$ cat config.mk
export PLATFORM = sky130hd
export DESIGN_NAME = bf16_class_arb
export DESIGN_NICKNAME = d
export VERILOG_FILES = /design/src/rtl/bf16_pkg.sv /design/src/rtl/bf16_class.sv /design/src/rtl/rr_arbiter.sv /design/src/rtl/bf16_class_arb.sv
export SDC_FILE = /design/constraint.sdc
export NUM_CORES = 1
export LEC_CHECK = 0
export CORE_MARGIN = 2
export CORE_UTILIZATION = 45
export CTS_BUF_LIST = sky130_fd_sc_hd__clkbuf_8
export DETAILED_ROUTE_END_ITERATION = 10
export PLACE_DENSITY = 0.77
export SLEW_MARGIN = 20
export SYNTH_ARGS = -nofsm -noshare
export SYNTH_HDL_FRONTEND = slang
export SYNTH_HIERARCHICAL = 1
export SYNTH_SLANG_ARGS = --single-unit
$ cat constraint.sdc
create_clock -name i_clk -period 15.1 [get_ports i_clk]
set_input_delay 2.265 -clock i_clk [delete_from_list [all_inputs] [get_ports i_clk]]
set_output_delay 2.265 -clock i_clk [all_outputs]
set_load 0.05 [all_outputs]
$ cat src/rtl/bf16_pkg.sv
// Shared bf16 field widths and class-flag bit positions.
package bf16_pkg;
   localparam int NUM_WIDTH  = 16;
   localparam int EXP_WIDTH  = 8;
   localparam int SIG_WIDTH  = 7;
   localparam int FLAG_WIDTH = 4;

   localparam int FLAG_NAN  = 3;
   localparam int FLAG_ZERO = 2;
   localparam int FLAG_INF  = 1;
   localparam int FLAG_NORM = 0;

   localparam logic [EXP_WIDTH-1:0] EXP_ALL_ONES = '1;
endpackage

$ cat src/rtl/bf16_class.sv
// Combinational bf16 classifier: splits the word and raises exactly one class flag.
module bf16_class
   import bf16_pkg::*;
#(
   parameter int EW = EXP_WIDTH,
   parameter int SW = SIG_WIDTH
) (
   input  logic [EW+SW:0]         word_i,
   output logic [FLAG_WIDTH-1:0]  flag_o,
   output logic                   sign_o,
   output logic [EW-1:0]          exp_o,
   output logic [SW-1:0]          sig_o
);
   logic e_ones, e_zero, s_ones, s_zero;

   assign sign_o = word_i[EW+SW];
   assign exp_o  = word_i[EW+SW-1:SW];
   assign sig_o  = word_i[SW-1:0];

   assign e_ones = &exp_o;
   assign e_zero = ~|exp_o;
   assign s_ones = &sig_o;
   assign s_zero = ~|sig_o;

   // Subnormals deliberately land in the norm class.
   always_comb begin
      flag_o = '0;
      if (e_ones && s_ones)       flag_o[FLAG_NAN]  = 1'b1;
      else if (e_ones)            flag_o[FLAG_INF]  = 1'b1;
      else if (e_zero && s_zero)  flag_o[FLAG_ZERO] = 1'b1;
      else                        flag_o[FLAG_NORM] = 1'b1;
   end
endmodule

$ cat src/rtl/rr_arbiter.sv
// Round-robin pick starting at the pointer; pointer moves past the winner on advance.
module rr_arbiter #(
   parameter int N  = 4,
   parameter int IW = $clog2(N)
) (
   input  logic          clk_i,
   input  logic          rst_ni,
   input  logic [N-1:0]  req_i,
   input  logic          adv_i,
   output logic [N-1:0]  grant_o,
   output logic [IW-1:0] idx_o,
   output logic          any_o
);
   logic [IW-1:0] ptr_q, ptr_d;
   logic [IW:0]   cand;

   always_comb begin
      grant_o = '0;
      idx_o   = '0;
      any_o   = 1'b0;
      cand    = '0;
      for (int k = 0; k < N; k++) begin
         cand = {1'b0, ptr_q} + (IW+1)'(k);
         if (cand >= (IW+1)'(N)) cand = cand - (IW+1)'(N);
         if (!any_o && req_i[cand[IW-1:0]]) begin
            any_o                   = 1'b1;
            idx_o                   = cand[IW-1:0];
            grant_o[cand[IW-1:0]]   = 1'b1;
         end
      end
   end

   // Explicit wrap so non-power-of-two N never points past the last requester.
   assign ptr_d = (idx_o == IW'(N-1)) ? '0 : idx_o + 1'b1;

   always_ff @(posedge clk_i) begin
      if (!rst_ni)    ptr_q <= '0;
      else if (adv_i) ptr_q <= ptr_d;
   end
endmodule

$ cat src/rtl/bf16_class_arb.sv
// Round-robin shared bf16 classifier with a single-entry result stage and per-class counters.
module bf16_class_arb
   import bf16_pkg::*;
#(
   parameter int NUM_REQ    = 4,
   parameter int NUM_WIDTH  = 16,
   parameter int EXP_WIDTH  = 8,
   parameter int SIG_WIDTH  = 7,
   parameter int FLAG_WIDTH = 4,
   parameter int CNT_WIDTH  = 16,
   localparam int ID_WIDTH  = $clog2(NUM_REQ)
) (
   input  logic                         i_clk,
   input  logic                         i_rst_n,
   input  logic [NUM_REQ-1:0]           i_req_valid,
   input  logic [NUM_REQ*NUM_WIDTH-1:0] i_req_data,
   output logic [NUM_REQ-1:0]           o_req_ready,
   output logic                         o_res_valid,
   input  logic                         i_res_ready,
   output logic [ID_WIDTH-1:0]          o_res_id,
   output logic [FLAG_WIDTH-1:0]        o_res_flag,
   output logic                         o_res_sign,
   output logic [EXP_WIDTH-1:0]         o_res_exp,
   output logic [SIG_WIDTH-1:0]         o_res_sig,
   input  logic                         i_cnt_clr,
   output logic [CNT_WIDTH-1:0]         o_cnt_nan,
   output logic [CNT_WIDTH-1:0]         o_cnt_zero,
   output logic [CNT_WIDTH-1:0]         o_cnt_inf,
   output logic [CNT_WIDTH-1:0]         o_cnt_norm
);
   logic                  accept_en, accept, any_req;
   logic [NUM_REQ-1:0]    grant;
   logic [ID_WIDTH-1:0]   grant_idx;
   logic [NUM_WIDTH-1:0]  sel_word;
   logic [FLAG_WIDTH-1:0] flag_d, flag_q;
   logic                  sign_d, sign_q, valid_q;
   logic [EXP_WIDTH-1:0]  exp_d, exp_q;
   logic [SIG_WIDTH-1:0]  sig_d, sig_q;
   logic [ID_WIDTH-1:0]   id_q;
   logic [CNT_WIDTH-1:0]  cnt_q [FLAG_WIDTH];

   assign accept_en   = ~valid_q | i_res_ready;
   assign o_req_ready = i_rst_n ? (grant & {NUM_REQ{accept_en}}) : '0;
   assign accept      = i_rst_n & any_req & accept_en;
   assign sel_word    = i_req_data[grant_idx*NUM_WIDTH +: NUM_WIDTH];

   rr_arbiter #(.N(NUM_REQ), .IW(ID_WIDTH)) u_arb (
      .clk_i   (i_clk),
      .rst_ni  (i_rst_n),
      .req_i   (i_req_valid),
      .adv_i   (accept),
      .grant_o (grant),
      .idx_o   (grant_idx),
      .any_o   (any_req)
   );

   bf16_class #(.EW(EXP_WIDTH), .SW(SIG_WIDTH)) u_class (
      .word_i (sel_word),
      .flag_o (flag_d),
      .sign_o (sign_d),
      .exp_o  (exp_d),
      .sig_o  (sig_d)
   );

   always_ff @(posedge i_clk) begin
      if (!i_rst_n) begin
         valid_q <= 1'b0;
         id_q    <= '0;
         flag_q  <= '0;
         sign_q  <= 1'b0;
         exp_q   <= '0;
         sig_q   <= '0;
      end else if (accept) begin
         valid_q <= 1'b1;
         id_q    <= grant_idx;
         flag_q  <= flag_d;
         sign_q  <= sign_d;
         exp_q   <= exp_d;
         sig_q   <= sig_d;
      end else if (i_res_ready) begin
         valid_q <= 1'b0;
      end
   end

   // Clear wins over a same-cycle increment; counters stick at all-ones.
   always_ff @(posedge i_clk) begin
      for (int k = 0; k < FLAG_WIDTH; k++) begin
         if (!i_rst_n || i_cnt_clr)                    cnt_q[k] <= '0;
         else if (accept && flag_d[k] && !(&cnt_q[k])) cnt_q[k] <= cnt_q[k] + 1'b1;
      end
   end

   assign o_res_valid = valid_q;
   assign o_res_id    = id_q;
   assign o_res_flag  = flag_q;
   assign o_res_sign  = sign_q;
   assign o_res_exp   = exp_q;
   assign o_res_sig   = sig_q;
   assign o_cnt_nan   = cnt_q[FLAG_NAN];
   assign o_cnt_zero  = cnt_q[FLAG_ZERO];
   assign o_cnt_inf   = cnt_q[FLAG_INF];
   assign o_cnt_norm  = cnt_q[FLAG_NORM];
endmodule

; After elaboration in Yosys (flattened, before gate mapping)
; Memory sizes are Yosys's and may differ from the RTL's.
; Index checks and enable logic that the tools add are counted.
[word_totals]
mem_bits_rw = 64
rom_bits = 0
reg_bits = 25
output_inout_bits = 91
input_bits = 72
latch_bits = 0
mem_count = 1
elab_cells = 144
[classes]
n_div = 0
muxes = 61
eq_ne = 1
n_mul = 0
bitwise = 12
addsub = 12
n_lt_le_gt_ge = 12
n_reduce_logical = 37
n_shift = 1
[mem_list]
columns = name, depth, word_bits, read_ports, rd_ports_with_merged_regs, wr, line_no
row1 = cnt_q, 4, 16, 4, 0, 4, bf16_class_arb.sv:40  ; logic [CNT_WIDTH-1:0] cnt_q [FLAG_WIDTH];
[ops]
columns = op, n
row1 = adder 16 x 1 -> 16 bit (second input constant), 4
row2 = two-way mux 16 bit, 4
row3 = AND reduction 16 bit, 4
row4 = indexed part select 64 x 7 -> 16 bit, 1
row5 = two-way mux 1 bit, 34
row6 = two-way mux 4 bit, 5
row7 = two-way mux 2 bit, 9
row8 = logical AND 1 bit, 17
row9 = < comparator 2 x 3 -> 1 bit (second input constant), 4
row10 = bitwise OR 4 bit, 3
row11 = logical NOT 1 bit, 10
row12 = greater-or-equal comparator 3 bit (second input constant), 3
row13 = binary-select mux 1 bit (select 2 bit), 4
row14 = demux 1 bit (select 2 bit), 4
row15 = greater-or-equal comparator 2 x 1 -> 1 bit (second input constant), 4
row16 = AND reduction 8 bit, 1
row17 = OR reduction 8 bit, 1
row18 = subtractor 2 x 1 -> 2 bit (second input constant), 4
row19 = AND reduction 7 bit, 1
row20 = OR reduction 7 bit, 1
row21 = adder 2 x 2 -> 3 bit (second input constant), 2
row22 = bitwise OR 1 bit, 5
row23 = AND 4 bit, 1
row24 = adder 2 x 1 -> 3 bit (second input constant), 1
row25 = 8 further kinds, 9

; Depth between registers and ports, before layout
; Gate-level depths: netlist (run 1).
[depth]
depth_word = 27
mapped_depth = 18
depth_no_buf = 13

; Cells and area by module
; Netlist (run 1), hierarchy kept.
[by_module_without_submodules]
columns = module, cells_per_inst, instances, seq_area_each_um2, area_per_inst_um2
row1 = bf16_class_arb, 450, 1, 2382.3, 4695.8
row2 = rr_arbiter, 69, 1, 40.0, 604.3
row3 = bf16_class, 29, 1, 0.0, 197.7

; Worst setup path after synthesis (run 1)
; OpenSTA, ideal clock, no wires.
[synth_path]
kind = input -> register
startpoint = input i_req_valid[3]
endpoint = memory cnt_q[2][0] (enable)
t_arrival_ns = 5.985
n_path_buf = 3
t_required_ns = 14.689
setup_time_ns = 0.411
path_slack_ns = 8.704
cell_stages = 12
cell_sequence = clkbuf_2 mux4_2 nor2b_4 o21ai_2 nand2_1 buf_2 buf_4 mux4_2 nor4_1 and4_1 nand2_1 o21ai_0
[synth_lines]
columns = item, line_no
row1 = "start, declared", bf16_class_arb.sv:15  ; input logic [NUM_REQ-1:0] i_req_valid,
row2 = "end, declared", bf16_class_arb.sv:40

; Worst setup path after layout (run 1)
[layout_path]
startpoint = input i_req_valid[2]
endpoint = output o_req_ready[2]
[layout_between]
elab_chain_len = 14
word_cells_on_any_way = 26
classes_between = mux: 16 / bitwise: 4 / reduce/logical: 6
[layout_lines]
columns = item, line_no
row1 = binary-select mux 1 bit (select 2 bit), rr_arbiter.sv:25  ; if (!any_o && req_i[cand[IW-1:0]]) begin
row2 = two-way mux 1 bit (not written as such), rr_arbiter.sv:25
row3 = two-way mux 1 bit, rr_arbiter.sv:25
row4 = logical NOT 1 bit, rr_arbiter.sv:25
row5 = logical AND 1 bit, rr_arbiter.sv:25
row6 = two-way mux 1 bit, rr_arbiter.sv:25
row7 = logical NOT 1 bit, rr_arbiter.sv:25
row8 = logical AND 1 bit, rr_arbiter.sv:25
row9 = two-way mux 1 bit, rr_arbiter.sv:25
row10 = logical NOT 1 bit, rr_arbiter.sv:25
row11 = logical AND 1 bit, rr_arbiter.sv:25
row12 = two-way mux 4 bit (*), rr_arbiter.sv:25
row13 = net grant[2], bf16_class_arb.sv:32  ; logic [NUM_REQ-1:0] grant;
row14 = AND 4 bit (*), bf16_class_arb.sv:43  ; assign o_req_ready = i_rst_n ? (grant & {NUM_REQ{accept_en}}) : '0;
row15 = two-way mux 4 bit (*), bf16_class_arb.sv:43
row16 = "end, declared", bf16_class_arb.sv:17  ; output logic [NUM_REQ-1:0] o_req_ready,
; Mark *: on every way through the listed nets, which the timed path passes. The rest lies on a longest branch. The select of a mux whose other input is x is not followed.

==> results of run 1 <==
layout by cell type (no fill, tap or decap), types with 6 or more instances in the layout:
cell	instances
a21oi_1	6
nor4_1	17
mux4_2	20
nor3_1	13
nand3_1	43
nand4_1	22
xor2_1	13
ha_1	9
edfxtp_1	64
xnor2_1	41
clkdlybuf4s50_1	162
clkbuf_8	9
nand2_1	64
o21ai_0	7
nor2_1	78
a22oi_1	8
and3_1	9
inv_1	15
dfxtp_1	25
critical path: stages:
cell and delay [ns]:
clkdlybuf4s50_1 0.57, mux4_2 0.70, nor2b_4 0.24, a22oi_1 0.10
o21ai_0 0.19, and3_1 0.21, clkdlybuf4s50_1 0.81
per-layer routing:
layer	GRT usage	up-vias	routed length [um]
met1	0.266	2189	5640
li1	-	2234	-
met5	0	-	0
met4	0.0659	0	172
met2	0.358	169	6860
met3	0.0254	13	681
cells by family after synthesis:
kind of cell,count (synthesis),synth area share
compound gates,44,0.0574
xor+xnor,54,0.0860
fa+ha+maj,9,0.0205
buf+inv,56,0.0635
flops,89,0.441
mux,21,0.0838
simple gates,275,0.248
power by group through the flow:
stage,registers [mW],clock network [mW],logic [mW]
5_1_grt,0.328,0.188,0.420
3_5_place_dp,0.328,0,0.396
4_1_cts,0.323,0.178,0.397
3_3_place_gp,0.326,0,0.390
2_1_floorplan,0.418,0,0.228
6_report,0.323,0.174,0.394
per-stage QoR:
stage,instance area (um^2),power [mW],hold slack (ns),setup slack (ns)
floorplan,5500,0.646,0.675,8.70
detailed placement,7050,0.724,0.445,7.75
global route,7260,0.935,0.476,7.60
finish,7260,0.892,0.455,7.74
global placement,7050,0.716,0.441,7.89
CTS,7260,0.898,0.459,7.75
flip-flops by register name (all words and copies together), names as in the netlist, named ones only:
register and cells:
o_res_sign 1, o_res_sig 7, o_res_exp 8, o_res_id 2, o_res_valid 1, o_res_flag 4, u_arb/ptr_q 1, cnt_q 64
final timing paths:
path,startpoint,end,cells past startpoint
setup / recovery,i_req_valid[2],o_req_ready[2],7
hold / removal,o_res_id[0],o_res_id[0],2
setup reg to reg,register,cnt_q[2][6],12
hold reg to reg,o_res_id[0],o_res_id[0],2
final cells by class:
| type | instances | area, um^2 | area share |
|---|---|---|---|
| Inverter | 15 | 56.3 | 0.00776 |
| Multi-Input combinational cell | 403 | 2730 | 0.376 |
| Timing Repair Buffer | 167 | 1660 | 0.229 |
| Clock inverter | 7 | 85.1 | 0.0117 |
| Clock buffer | 9 | 124 | 0.0171 |
| Sequential cell | 89 | 2420 | 0.334 |
| Tap cell | 147 | 184 | 0.0253 |
==> qor.yml, run 1 <==
global_route:
  grt_usage: 0.205
  grt_overflow_total: 0
  grt_max_degree: 37
  grt_pass1_wl_um: 21700
  antenna_found_initial: 0
  grt_pass1_vias: 4400
final_layout:
  drive_above_1_share: 0.0797
  diodes: 0
  finalNetCount: 766
  fill_cells: 964
  layout-area-overhead-vs-synth_pct: 32.0
  finalNonFillerCells: 837
  utilization: 0.607
sta:
  finalCritPeriodShare: 0.488
  hold_viol_final: 0
  max_freq_mhz: 136
  worstMarginPinSlew_ns: 0.985
  maxSlewHeadroom: 0.342
  grt_setup_unrepaired: "no"
  setup_viol: 0
  skew_ns: 0.00950
  setup_tns_ns: 0
  fin_crit_ns: 7.36
  maxSlewViolCount: 0
logic_synthesis:
  ys_seq_elements: 89
  yosysMostFrequentCell: "nor2_1"
  ys.flop_type: "edfxtp_1"
  ys_types: 54
  synth-warning-count: 6
  netlist_area_um2: 5500
  synth_edf_count: 64
  syn-num-nets: 629
  synth_area_leaders: "edfxtp_1 35%, dfxtp_1 9.1%, mux4_2 8.2%"
  yosysTopAreaCell: "edfxtp_1"
  yosysSeqAreaShare: 0.441
  yosys.area.top_type_share: 0.350
  synth_common_cells: "78 x nor2_1, 64 x edfxtp_1, 64 x nand2_1"
  syn_inst: 548
  async_reset_ff_frac: 0
  syn-mean-instance-area_um2: 10.0
clock_tree:
  path_clk_slew_ns: 0.08
  cts_tree: "done"
  cts_sinks: 89
  cts_buffer_depth: 2
  cts_made_buffers: 9
  h-tree-depth: 3
  post-cts-setup-buffers: 0
  insertion_delay_ns: 0.35
  cts_root_buffer: "clkbuf_8"
  cts-resized-gates: 0
  ctsHoldBuffers: 0
detailed_routing:
  ant_nets: 0
  routedWlPerCell_um: 15.9
  drt-initial-drc-count: 310
  first_pass_iters: 5
  drc_errors: 0
  wirelength_um: 13300
  routed_via_density: 5.50
  via_count: 4605
power:
  power_frac_comb: 0.442
  p_int_uw: 542
  p_switching_uw: 350
  p_leak_nw: 2.46
  vdd_drop_max_uv: 79.9
  cellPowerDensity_nw_per_um2: 123
  switching_share: 0.392
  seq_power_share: 0.362
  pwr-share-clk: 0.195
hold_path:
  hp-class: "register to register"
floorplanning:
  die_h_um: 115
  pin_count: 163
  start_util: 0.460
  core_area_um2: 12000
  row_count: 40
  die_x_um: 115
  die_area_um2: 13100
critical_path:
  arrival_ns: 5.10
  worstSetupPathType: "input pin to output pin"
  critPathCaptureType: "output pin"
  start_kind: "input pin"
  critical_path.max_fanout: 11
  required_ns: 12.84
  ff2ff_setup_slack_ns: 9.74
placement:
  dp_hpwl_um: 10100
  gp_congestion: 0.887
  place_inst: 821
  numPortBuffers: 162
job:
  maxCapViolations: 0
run_status:
  status: "complete, no violations"
No activity file was read; power rests on OpenSTA's default activity.
==> run 2, diff against run 1 <==
--- a/config.mk
+++ b/config.mk
@@ -9,7 +9,7 @@
 export CORE_UTILIZATION = 45
 export CTS_BUF_LIST = sky130_fd_sc_hd__clkbuf_8
 export DETAILED_ROUTE_END_ITERATION = 10
-export PLACE_DENSITY = 0.77
+export PLACE_DENSITY = 0.8
 export SLEW_MARGIN = 20
 export SYNTH_ARGS = -nofsm -noshare
 export SYNTH_HDL_FRONTEND = slang
==> constraint.sdc (replaced) <==
create_clock -name i_clk -period 6.67 [get_ports i_clk]
set_input_delay 1.0005 -clock i_clk [delete_from_list [all_inputs] [get_ports i_clk]]
set_output_delay 1.0005 -clock i_clk [all_outputs]
set_load 0.05 [all_outputs]
==> qor.yml, run 2 (synthesis gave the netlist of run 1 again) <==
final_layout:
  mostFrequentLayoutCells: "162 x clkdlybuf4s50_1, 78 x nor2_1, 64 x edfxtp_1"  # was 162 x clkdlybuf4s50_1, 78 x nor2_1, 64 x nand2_1, 64 x edfxtp_1, 43 x nand3_1
  finalNetCount: 766  # unchanged
  drive_above_1_share: 0.0826  # was 0.0797
  postLayoutCellArea_um2: 7320  # was 7260 um^2
  largest_register_ffs: 64  # unchanged
  fill_cells: 984  # was 964
  layout-area-overhead-vs-synth_pct: 33.1  # was 32.0%
  largest-register: "cnt_q"  # unchanged
  finalNonFillerCells: 837  # unchanged
  diodes: 0  # unchanged
  layout_commonest_cell: "clkdlybuf4s50_1"  # unchanged
floorplanning:
  core_area_um2: 12000  # unchanged
  start_util: 0.460  # unchanged
  die_x_um: 115  # unchanged
  row_count: 40  # unchanged
  pin_count: 163  # unchanged
  die_h_um: 115  # unchanged
  die_area_um2: 13100  # unchanged
critical_path:
  critPathCaptureType: "register"  # was output pin
  critPathBufInv: 1  # was 2
  start_kind: "register"  # was input pin
  critical_path.cell_chain: "inv_1 > ha_1 > mux4_2 > nor2b_4 > o21ai_2 > nand2_2 > mux4_2 > nand4_1 > nor4_1 > nand4_1 > a31o_2 > a21oi_1"  # was clkdlybuf4s50_1 > mux4_2 > nor2b_4 > a22oi_1 > o21ai_0 > and3_1 > clkdlybuf4s50_1
  critical_path.max_fanout: 18  # was 11
  critPathSlowestCell: "dfxtp_1"  # was clkdlybuf4s50_1
  ff2ff_setup_slack_ns: 1.64  # was 9.74 ns
  rr_endpoint: "cnt_q[3][13]"  # was cnt_q[2][6]
  required_ns: 6.87  # was 12.84 ns
  critical_path.endpoint: "cnt_q[3][13]"  # was o_req_ready[2]
  r2r_cells: 12  # unchanged
  slowest_delay_ns: 0.80  # was 0.81 ns
  worstSetupPathType: "register to register"  # was input pin to output pin
  arrival_ns: 5.23  # was 5.10 ns
  cp.depth: 12  # was 7
  cp_top_family: "simple AND/OR/NAND/NOR gates"  # was buffers and inverters
detailed_routing:
  first_pass_iters: 5  # unchanged
  routedWlPerCell_um: 16.6  # was 15.9 um
  drt-initial-drc-count: 402  # was 310
  ant_nets: 0  # unchanged
  via_count: 4723  # was 4605
  wirelength_um: 13900  # was 13300 um
  routed_via_density: 5.64  # was 5.50
  drc_errors: 0  # unchanged
global_route:
  grt_pass1_wl_um: 22600  # was 21700 um
  grt_max_degree: 37  # unchanged
  grt_pass1_vias: 4573  # was 4400
  antenna_found_initial: 0  # unchanged
  grt_usage: 0.216  # was 0.205
  grt_overflow_total: 0  # unchanged
power:
  p_int_mw: 1.31  # was 542 uW
  vdd_drop_max_uv: 157  # was 79.9 uV
  p_switching_uw: 812  # was 350 uW
  p_leak_nw: 2.49  # was 2.46 nW
  seq_power_share: 0.346  # was 0.362
  pwr-share-clk: 0.229  # was 0.195
  switching_share: 0.383  # was 0.392
  cellPowerDensity_nw_per_um2: 290  # was 123 nW/um^2
  power_frac_comb: 0.425  # was 0.442
clock_tree:
  ctsHoldBuffers: 0  # unchanged
  insertion_delay_ns: 0.35  # about the same
  h-tree-depth: 3  # unchanged
  cts_made_buffers: 9  # unchanged
  path_clk_slew_ns: 0.09  # was 0.08 ns
  cts-resized-gates: 0  # unchanged
  post-cts-setup-buffers: 0  # unchanged
  cts_buffer_depth: 2  # unchanged
  cts_root_buffer: "clkbuf_8"  # unchanged
  cts_sinks: 89  # unchanged
  cts_tree: "done"  # unchanged
sta:
  setup_tns_ns: 0  # unchanged
  hold_viol_final: 0  # unchanged
  finalCritPeriodShare: 0.754
  setup_viol: 0  # unchanged
  worstMarginPinSlew_ns: 0.916  # was 0.985 ns
  maxSlewHeadroom: 0.387  # was 0.342
  setup_ws_ns: 1.64  # was 7.74 ns
  max_freq_mhz: 199
  grt_setup_unrepaired: "no"  # unchanged
  maxSlewViolCount: 0  # unchanged
  skew_ns: 0.0101  # was 0.00950 ns
  fin_crit_ns: 5.03
placement:
  dp_hpwl_um: 10300  # was 10100 um
  place_area_um2: 7050  # unchanged
  place_ws_ns: 0.989  # was 7.75 ns
  numPortBuffers: 162  # unchanged
  gp_congestion: 0.832  # was 0.887
  place_inst: 821  # unchanged
hold_path:
  hp-class: "register to register"  # unchanged
job:
  maxCapViolations: 0  # unchanged
run_status:
  status: "complete, no violations"  # unchanged
[run 2: cell count changes in the layout (fill, tap and decap cells not counted), sizes merged]
cell      before  now
bufinv         2    4
clkinv         3    2
inv           15   16
clkinvlp       2    0
[run 2: worst min-delay path by stage]
stage	from	endpoint	slack [ns]	cells past startpoint
4_1_cts	o_res_sig[6]	o_res_sig[6]	0.46	2
6_report	o_res_exp[7]	o_res_exp[7]	0.46	2
3_5_place_dp	o_res_sig[6]	o_res_sig[6]	0.45	2
2_1_floorplan	o_res_flag[1]	o_res_flag[1]	0.67	2
5_1_grt	o_res_sig[6]	o_res_sig[6]	0.48	2
3_3_place_gp	o_res_sig[0]	o_res_sig[0]	0.44	2
[run 2: power groups by stage]
| stage | clock network (mW) | logic (mW) | registers, mW |
|---|---|---|---|
| after floorplan | 0 | 0.517 | 0.946 |
| after global placement | 0 | 0.876 | 0.741 |
| after detailed placement | 0 | 0.895 | 0.745 |
| after CTS | 0.492 | 0.899 | 0.734 |
| after global routing | 0.514 | 0.951 | 0.745 |
| final | 0.485 | 0.900 | 0.734 |
[run 2: cell type report]
class / instances / area [um^2] / share of cell area
Clock inverter: 7 / 141 / 0.0193
Tap cell: 147 / 184 / 0.0251
Inverter: 15 / 56.3 / 0.00770
Sequential cell: 89 / 2420 / 0.331
Clock buffer: 9 / 124 / 0.0169
Timing Repair Buffer: 167 / 1660 / 0.227
Multi-Input combinational cell: 403 / 2730 / 0.373
[run 2: per-stage QoR]
step           power (mW)  hold slack, ns  utilization
2_1_floorplan        1.46           0.675            -
5_1_grt              2.21           0.479        0.612
4_1_cts              2.12           0.463        0.611
6_report             2.12           0.461        0.612
3_5_place_dp         1.64           0.449        0.589
3_3_place_gp         1.62           0.445        0.589
[run 2: layer usage]
layer / vias to the layer above / share of wire / GRT usage
li1: 2243 / - / -
met1: 2275 / 0.42 / 0.284
met2: 184 / 0.51 / 0.366
met3: 21 / 0.054 / 0.0334
met4: 0 / 0.018 / 0.0724
met5: - / 0 / 0
[run 2: worst min-delay path, delay by kind of cell, from the launching register on]
kind | cells | cell delay (ns)
flip-flops | 1 | 0.32
AND/OR/NAND/NOR | 2 | 0.10
==> run 3, diff against run 2 <==
--- a/config.mk
+++ b/config.mk
@@ -9,7 +9,7 @@
 export CORE_UTILIZATION = 45
 export CTS_BUF_LIST = sky130_fd_sc_hd__clkbuf_8
 export DETAILED_ROUTE_END_ITERATION = 10
-export PLACE_DENSITY = 0.8
+export PLACE_DENSITY = 0.77
 export SLEW_MARGIN = 20
 export SYNTH_ARGS = -nofsm -noshare
 export SYNTH_HDL_FRONTEND = slang
==> constraint.sdc (replaced) <==
create_clock -name i_clk -period 5.2 [get_ports i_clk]
set_input_delay 0.78 -clock i_clk [delete_from_list [all_inputs] [get_ports i_clk]]
set_output_delay 0.78 -clock i_clk [all_outputs]
set_load 0.05 [all_outputs]
==> qor.yml, run 3 (synthesis gave the netlist of run 1 again) <==
run_status:
  status: "complete, no violations"  # unchanged
final_layout:
  utilization: 0.608  # was 0.612
  largest_register_ffs: 64  # unchanged
  fill_cells: 995  # was 984
  diodes: 0  # unchanged
  layout-area-overhead-vs-synth_pct: 32.3  # was 33.1%
  drive_above_1_share: 0.0820  # was 0.0826
  largest-register: "cnt_q"  # unchanged
  mostFrequentLayoutCells: "162 x clkdlybuf4s50_1, 78 x nor2_1, 64 x nand2_1, 64 x edfxtp_1, 43 x nand3_1"  # was 162 x clkdlybuf4s50_1, 78 x nor2_1, 64 x edfxtp_1
  finalNonFillerCells: 842  # was 837
  finalNetCount: 771  # was 766
  layout_commonest_cell: "clkdlybuf4s50_1"  # unchanged
floorplanning:
  die_area_um2: 13100  # unchanged
  core_area_um2: 12000  # unchanged
  row_count: 40  # unchanged
  die_x_um: 115  # unchanged
  die_h_um: 115  # unchanged
  pin_count: 163  # unchanged
  start_util: 0.460  # unchanged
power:
  switching_share: 0.397  # was 0.383
  pwr-share-clk: 0.174  # was 0.229
  power_frac_comb: 0.468  # was 0.425
  p_leak_nw: 2.49  # about the same
  cellPowerDensity_nw_per_um2: 353  # was 290 nW/um^2
  vdd_drop_max_uv: 224  # was 157 uV
  p_int_mw: 1.55  # was 1.31 mW
  seq_power_share: 0.358  # was 0.346
  p_switching_mw: 1.02  # was 812 uW
placement:
  dp_hpwl_um: 10400  # was 10300 um
  place_ws_ns: 0.369  # was 0.989 ns
  gp_congestion: 0.813  # was 0.832
  place_inst: 826  # was 821
  numPortBuffers: 162  # unchanged
sta:
  fin_crit_ns: 4.49
  maxSlewHeadroom: 0.490  # was 0.387
  grt_setup_unrepaired: "no"  # unchanged
  max_freq_mhz: 223
  worstMarginPinSlew_ns: 0.764  # was 0.916 ns
  setup_viol: 0  # unchanged
  hold_viol_final: 0  # unchanged
  setup_tns_ns: 0  # unchanged
  setup_ws_ns: 0.707  # was 1.64 ns
  maxSlewViolCount: 0  # unchanged
  whs_ns: 0.456  # was 0.461 ns
  finalCritPeriodShare: 0.864
  skew_ns: 0.00736  # was 0.0101 ns
clock_tree:
  cts_sinks: 89  # unchanged
  ctsHoldBuffers: 0  # unchanged
  cts-resized-gates: 0  # unchanged
  cts_root_buffer: "clkbuf_8"  # unchanged
  cts_tree: "done"  # unchanged
  h-tree-depth: 3  # unchanged
  cts_buffer_depth: 2  # unchanged
  insertion_delay_ns: 0.35  # about the same
  cts_made_buffers: 9  # unchanged
  path_clk_slew_ns: 0.08  # was 0.09 ns
  post-cts-setup-buffers: 0  # unchanged
critical_path:
  worstSetupPathType: "input pin to register"  # was register to register
  start_kind: "input pin"  # was register
  arrival_ns: 4.70  # was 5.23 ns
  critical_path.max_fanout: 17  # was 18
  cp_top_family: "simple AND/OR/NAND/NOR gates"  # unchanged
  rr_endpoint: "cnt_q[2][7]"  # was cnt_q[3][13]
  ff2ff_setup_slack_ns: 0.78  # was 1.64 ns
  critPathCaptureType: "register"  # unchanged
  slowest_delay_ns: 0.70  # was 0.80 ns
  cp.depth: 12  # unchanged
  required_ns: 5.40  # was 6.87 ns
  r2r_cells: 14  # was 12
  critical_path.endpoint: "cnt_q[2][7]"  # was cnt_q[3][13]
  critPathBufInv: 2  # was 1
  critical_path.cell_chain: "clkdlybuf4s50_1 > mux4_2 > nor2b_4 > o21ai_2 > nand2_1 > buf_12 > mux4_2 > nor4_1 > and4_1 > nand4_1 > or2_1 > nor2_1"  # was inv_1 > ha_1 > mux4_2 > nor2b_4 > o21ai_2 > nand2_2 > mux4_2 > nand4_1 > nor4_1 > nand4_1 > a31o_2 > a21oi_1
  critPathSlowestCell: "mux4_2"  # was dfxtp_1
  startpoint: "i_req_valid[2]"
  path_common_cell: "mux4_2"
global_route:
  grt_max_degree: 27  # was 37
  grt_usage: 0.212  # was 0.216
  grt_overflow_total: 0  # unchanged
  grt_pass1_wl_um: 22000  # was 22600 um
  grt_pass1_vias: 4385  # was 4573
  antenna_found_initial: 0  # unchanged
detailed_routing:
  drc_errors: 0  # unchanged
  routed_via_density: 5.57  # was 5.64
  first_pass_iters: 5  # unchanged
  wirelength_um: 13700  # was 13900 um
  drt-initial-drc-count: 326  # was 402
  ant_nets: 0  # unchanged
  routedWlPerCell_um: 16.3  # was 16.6 um
  via_count: 4693  # was 4723
job:
  maxCapViolations: 0  # unchanged
hold_path:
  hp-class: "register to register"  # unchanged
[run 3: how the worst min path moves through the flow]
stage	from	endpoint	slack, ns	cells after the start
after CTS	o_res_sig[3]	o_res_sig[3]	0.46	2
final	o_res_sig[3]	o_res_sig[3]	0.46	2
after global placement	o_res_sig[0]	o_res_sig[0]	0.44	2
after global routing	o_res_sig[3]	o_res_sig[3]	0.48	2
after detailed placement	o_res_sig[3]	o_res_sig[3]	0.44	2
after floorplan	o_res_flag[1]	o_res_flag[1]	0.67	2
[run 3: stage by stage]
stage          area, um^2  power [mW]
2_1_floorplan        5500        1.88
3_3_place_gp         7100        2.11
3_5_place_dp         7100        2.14
4_1_cts              7280        2.59
5_1_grt              7280        2.69
6_report             7280        2.57
[run 3: area by class of cell]
type                            instances  area, um^2  share of cell area
Multi-Input combinational cell        403        2730               0.375
Sequential cell                        89        2420               0.333
Timing Repair Buffer                  172        1710               0.235
Tap cell                              147         184              0.0253
Clock buffer                            9         124              0.0170
Inverter                               15        56.3             0.00774
Clock inverter                          7        53.8             0.00739
[run 3: per-layer routing]
layer | vias to the layer above | global-route usage | part of all wire
li1 | 2256 | - | -
met2 | 161 | 0.359 | 0.51
met3 | 22 | 0.0312 | 0.053
met1 | 2254 | 0.273 | 0.42
met4 | 0 | 0.0846 | 0.022
met5 | - | 0 | 0
[run 3: tightest hold or removal path, delay by kind of cell, from the launching register on]
kind | cells | cell delay, ns
flip-flops | 1 | 0.31
AND/OR/NAND/NOR | 2 | 0.10
[run 3: power by group through the flow]
stage | Sequential [mW] | Clock, mW | Combinational, mW
2_1_floorplan | 1.21 | 0 | 0.663
3_3_place_gp | 0.933 | 0 | 1.18
3_5_place_dp | 0.936 | 0 | 1.20
4_1_cts | 0.921 | 0.462 | 1.21
5_1_grt | 0.933 | 0.487 | 1.27
6_report | 0.920 | 0.447 | 1.20
